===== src/rtl/mastermind_turn_tracker.sv =====
// -----------------------------------------------------------------------------
// mastermind_turn_tracker
//
// Purpose:
//   Sits downstream of the peg-scoring datapath. It consumes each scored guess
//   (red, white, guess), counts turns, decides win or loss, and keeps a history
//   of every scored guess for the display. It also tells the upstream control
//   FSM whether further guesses are accepted.
//
// Ports:
//   clk           clock
//   resetn        synchronous, active-low reset
//   result_valid  1-cycle strobe: red/white/guess are valid this cycle
//   red, white    exact-position / colour-only match counts
//   guess         the guess that was scored (PEGS*COLOR_W bits)
//   new_game      1-cycle strobe: restart game and clear history
//   hist_sel      history entry to read (0 = first guess of the game)
//   accept_guess  1 while in PLAY
//   turn_count    number of scored guesses this game (saturates at MAX_TURNS)
//   win, lose     game outcome flags, held until new_game or reset
//   err           sticky flag: a malformed result was seen this game
//   last_red/last_white  scores of the most recent accepted result
//   hist_valid    hist_sel < turn_count
//   hist_guess/hist_red/hist_white  stored entry at hist_sel, 0 when invalid
// -----------------------------------------------------------------------------
module mastermind_turn_tracker #(
  parameter int MAX_TURNS = 8,
  parameter int PEGS      = 4,
  parameter int COLOR_W   = 3
) (
  input  logic                      clk,
  input  logic                      resetn,
  input  logic                      result_valid,
  input  logic [2:0]                red,
  input  logic [2:0]                white,
  input  logic [PEGS*COLOR_W-1:0]   guess,
  input  logic                      new_game,
  input  logic [3:0]                hist_sel,
  output logic                      accept_guess,
  output logic [3:0]                turn_count,
  output logic                      win,
  output logic                      lose,
  output logic                      err,
  output logic [2:0]                last_red,
  output logic [2:0]                last_white,
  output logic                      hist_valid,
  output logic [PEGS*COLOR_W-1:0]   hist_guess,
  output logic [2:0]                hist_red,
  output logic [2:0]                hist_white
);

  localparam int GW    = PEGS * COLOR_W;
  localparam int IDX_W = (MAX_TURNS > 1) ? $clog2(MAX_TURNS) : 1;

  localparam logic [2:0] PEGS_3 = 3'(PEGS);
  localparam logic [3:0] PEGS_4 = 4'(PEGS);
  localparam logic [3:0] MAX_4  = 4'(MAX_TURNS);

  typedef enum logic [1:0] {
    PLAY = 2'b00,
    WIN  = 2'b01,
    LOSE = 2'b10
  } state_t;

  state_t state;

  // History register file, one entry per scored guess.
  logic [GW-1:0] mem_guess [MAX_TURNS];
  logic [2:0]    mem_red   [MAX_TURNS];
  logic [2:0]    mem_white [MAX_TURNS];

  // Sum is done at 4 bits so 7+7 cannot wrap into a "legal" value.
  logic [3:0]       rw_sum;
  logic             malformed;
  logic [3:0]       turn_next;
  logic [IDX_W-1:0] wr_idx;
  logic [IDX_W-1:0] rd_idx;

  assign rw_sum    = {1'b0, red} + {1'b0, white};
  assign malformed = (red > PEGS_3) || (white > PEGS_3) || (rw_sum > PEGS_4);
  assign turn_next = turn_count + 4'd1;
  // In PLAY turn_count < MAX_TURNS, so the low bits address a valid entry.
  assign wr_idx    = turn_count[IDX_W-1:0];
  assign rd_idx    = hist_sel[IDX_W-1:0];

  // NOTE: state is updated with non-blocking assignments so every register
  // samples the pre-edge values; blocking here would create order-dependent
  // behaviour between the state, counter and history writes.
  always_ff @(posedge clk) begin
    if (!resetn || new_game) begin
      state        <= PLAY;
      accept_guess <= 1'b1;
      win          <= 1'b0;
      lose         <= 1'b0;
      turn_count   <= 4'd0;
      err          <= 1'b0;
      last_red     <= 3'd0;
      last_white   <= 3'd0;
      // NOTE: the history is cleared explicitly rather than left stale; the
      // display may read it directly and a new game must start from zeros.
      for (int i = 0; i < MAX_TURNS; i++) begin
        mem_guess[i] <= '0;
        mem_red[i]   <= 3'd0;
        mem_white[i] <= 3'd0;
      end
    end else if (result_valid && state == PLAY) begin
      if (malformed) begin
        err <= 1'b1;
      end else begin
        mem_guess[wr_idx] <= guess;
        mem_red[wr_idx]   <= red;
        mem_white[wr_idx] <= white;
        turn_count        <= turn_next;
        last_red          <= red;
        last_white        <= white;
        // Win is tested first so a perfect score on the last turn still wins.
        if (red == PEGS_3) begin
          state        <= WIN;
          accept_guess <= 1'b0;
          win          <= 1'b1;
        end else if (turn_next == MAX_4) begin
          state        <= LOSE;
          accept_guess <= 1'b0;
          lose         <= 1'b1;
        end
      end
    end
  end

  // Combinational history read, forced to zero outside the filled range.
  // NOTE: every output gets a default first so no path leaves one unassigned,
  // which would infer a latch.
  always_comb begin
    hist_valid = (hist_sel < turn_count);
    hist_guess = '0;
    hist_red   = 3'd0;
    hist_white = 3'd0;
    if (hist_valid) begin
      hist_guess = mem_guess[rd_idx];
      hist_red   = mem_red[rd_idx];
      hist_white = mem_white[rd_idx];
    end
  end

endmodule


===== config.mk =====
export PLATFORM = sky130hd
export DESIGN_NAME = mastermind_turn_tracker
export DESIGN_NICKNAME = d
export VERILOG_FILES = /design/src/rtl/mastermind_turn_tracker.sv
export SDC_FILE = /design/constraint.sdc
export NUM_CORES = 1
export LEC_CHECK = 0
export ABC_AREA = 1
export BUFFER_PORTS_ARGS = -buffer_cell sky130_fd_sc_hd__buf_2
export CAP_MARGIN = 20
export CORE_MARGIN = 2
export CORE_UTILIZATION = 55
export DETAILED_ROUTE_END_ITERATION = 12
export HOLD_SLACK_MARGIN = 0.02
export PLACE_DENSITY = 0.8
export SYNTH_ARGS = -nofsm -noshare
export SYNTH_HDL_FRONTEND = slang
export SYNTH_SLANG_ARGS = --single-unit

===== constraint.sdc =====
create_clock -name clk -period 3.97 [get_ports clk]
set_input_delay 0.397 -clock clk [delete_from_list [all_inputs] [get_ports clk]]
set_output_delay 0.397 -clock clk [all_outputs]
set_load 0.1 [all_outputs]

==> results.sh <==
export IMPL_reg2regPathDepth=4
export IMPL_clock_sinks=160
export IMPL_die_h_um=123
export IMPL_yosysWarnings=0
export IMPL_synth_edff_count=144
export IMPL_ant_nets=0
export IMPL_hp_start="white[0]"
export IMPL_drive_gt1_share_pct=18.2
export IMPL_grt_usage_pct=25.8
export IMPL_root_buffer="clkbuf_16"
export IMPL_cp_end_kind="output pin"
export IMPL_start_kind="register"
export IMPL_slew_violations=0
export IMPL_firstDrtPassIters=7
export IMPL_tightest_slew_ps=768
export IMPL_vias=5875
export IMPL_syn_mean_instance_area_um2=9.45
export IMPL_reg2reg_setup_slack_ps=1570
export IMPL_post_cts_buffers=0
export IMPL_synth_seq_area_share_pct=59.9
export IMPL_hpwlAfterDp_um=12100
export IMPL_gp_congestion=0.889
export IMPL_synthToLayoutAreaGrowth_pct=12.0
export IMPL_start_util_pct=56.1
export IMPL_period_needed_ps=3080
export IMPL_multiInputGateArea_um2=2700
export IMPL_setup_viol=0
export IMPL_status="finished, final reports clean"
export IMPL_antenna_found_initial=0
export IMPL_drc=0
export IMPL_cp_arrival_ps=2690
export IMPL_clock_latency_ps=430
export IMPL_cts_tree="built"
export IMPL_fin_setup_tns_ps=0
export IMPL_grt_ovfl_total=0
export IMPL_hold_violations=0
export IMPL_numCtsBuffers=17
export IMPL_power_uw=3870
export IMPL_cts_buffer_depth=2
export IMPL_postCtsHoldBufs=0
export IMPL_syn_area_um2=7750
export IMPL_critPathRequiredTime_ps=3570
export IMPL_synth_net_count=854
export IMPL_regArea_um2=4640
export IMPL_numPortBuffers=58
export IMPL_grt_pass1_vias=5696
export IMPL_netlist_area_leader_share_pct=55.8
export IMPL_die_w_um=123
export IMPL_finClkSkew_ps=8.72
export IMPL_ios=59
export IMPL_cp_max_fo=19
export IMPL_rows=43
export IMPL_core_area_um2=13800
export IMPL_instances_no_fill=1057
export IMPL_synth_flop_cell="edfxtp_1"
export IMPL_routedWlPerCell_um=17.1
export IMPL_ys_types=32
export IMPL_synthesis_instances=820
export IMPL_hold_path_depth=3
export IMPL_cap_violations=0
export IMPL_fillers=1111
export IMPL_insertedDiodeCount=0
export IMPL_max_slew_margin_pct=48.7
export IMPL_rr_startpoint="turn_count[1]"
export IMPL_period_share_pct=77.7
export IMPL_clkSlewWorstSetupHoldPaths_ps=60
export IMPL_routed_wl_um=18100
export IMPL_htreeDepth=4
export IMPL_synth_ff_latch_count=160
export IMPL_holdWs_ps=262
export IMPL_grt_pass1_wl_um=28800
export IMPL_whs_endpoint="last_white[0]"
export IMPL_async_reset_ff_share_pct=0
export IMPL_initialDrtViolationCount=646
export IMPL_die_area_um2=15100
export IMPL_synth_area_leader_cell="edfxtp_1"
export IMPL_r2r_end="mem_white[3][0]"
export IMPL_power_per_cell_area_nw_per_um2=446
export IMPL_grt_start_max_net_pins=53
export IMPL_ir_drop_uv=225
export IMPL_layout_nets=898
export IMPL_p_leak_uw=0.00370
export IMPL_cts_resized_gates=0
export IMPL_hold_path_class="in2reg"
export IMPL_fmax_mhz=324
export IMPL_fin_util_pct=62.8
export IMPL_viasPerCell=5.56
export IMPL_rsz0062_at_grt="false"
export IMPL_critPathKind="reg2out"
export IMPL_dp_cells=1025
export IMPL_yosys_top_cells_area="edfxtp_1, nor2_1, nand2_1"
==> stage by stage <==
stage	setup WS, ps	cell area [µm²]
finish	885	8680
floorplan	80.2	7750
detailed placement	724	8150
CTS	878	8680
global placement	801	8150
global route	729	8680
==> cell type report <==
class / instances / share of cell area (%)
Sequential cell: 160 / 53.5
Multi-Input combinational cell: 567 / 31.1
Clock buffer: 27 / 5.81
Timing Repair Buffer: 71 / 4.61
Tap cell: 180 / 2.59
Inverter: 47 / 2.09
Clock inverter: 5 / 0.346
==> where the power goes <==
group / switching, µW / internal [µW] / total [µW]
clock: 612 / 868 / 1480
combinational: 377 / 96.1 / 473
sequential: 21.4 / 1900 / 1920
==> worst max-delay path by stage <==
stage / depth (start not counted) / end / from
finish: 7 / hist_red[2] / turn_count[1]
global route: 7 / hist_guess[6] / turn_count[1]
CTS: 7 / hist_red[2] / turn_count[1]
detailed placement: 12 / mem_guess[1][9] / red[0]
global placement: 12 / mem_guess[7][8] / red[0]
floorplan: 7 / hist_guess[10] / turn_count[1]
==> registers in the layout (all words and copies together), names as in the netlist <==
signal,count
accept_guess,1
err,1
last_red,3
last_white,3
lose,1
mem_guess,96
mem_red,24
mem_white,24
state,2
turn_count,4
win,1
==> cells by family after synthesis <==
group           Yosys count  synth area share, %
fa+ha+maj                 8                 1.39
compound gates           56                 3.74
flops                   160                 59.9
buf+inv                  93                 5.52
simple gates            502                 29.3
xor+xnor                  1                0.113
==> placed cells by master (no fill, tap or decap), types with 3 or more instances in the layout <==
master / instances
dfxtp_1: 16
edfxtp_1: 144
nand3_1: 39
inv_1: 36
o21ai_0: 40
nand2_1: 160
ha_1: 7
a21oi_1: 7
o21ai_1: 3
buf_4: 12
nand3_4: 4
nor3_1: 35
clkbuf_16: 18
nor3_2: 20
o21ai_2: 3
inv_2: 6
buf_2: 58
nor2_1: 212
clkbuf_1: 7
nor2_2: 25
clkinv_1: 4
clkinv_2: 3
==> worst max-delay path, stage by stage, from the launching register on <==
cell	delay [ps]
dfxtp_1	540
inv_1	150
ha_1	300
o21ai_1	70
nand2_1	70
a31o_1	420
nor2_1	250
buf_2	460
==> Yosys cell counts (7+ instances only) <==
| library cell | count |
|---|---|
| nor2_2 | 25 |
| dfxtp_1 | 16 |
| nor3_2 | 20 |
| inv_1 | 36 |
| nand3_1 | 39 |
| nor2_1 | 212 |
| nor3_1 | 35 |
| buf_6 | 7 |
| edfxtp_1 | 144 |
| a21oi_1 | 7 |
| buf_2 | 14 |
| o21ai_0 | 40 |
| nand2_1 | 160 |
| clkbuf_1 | 19 |
| ha_1 | 7 |
==> routing by layer <==
layer	global-route usage (%)	share of wire [%]
met1	32.1	40
met4	13.6	3.9
met2	42.2	49
met5	0	0
met3	5.76	7.3
Note: power is estimated with default switching activity, not from simulation.
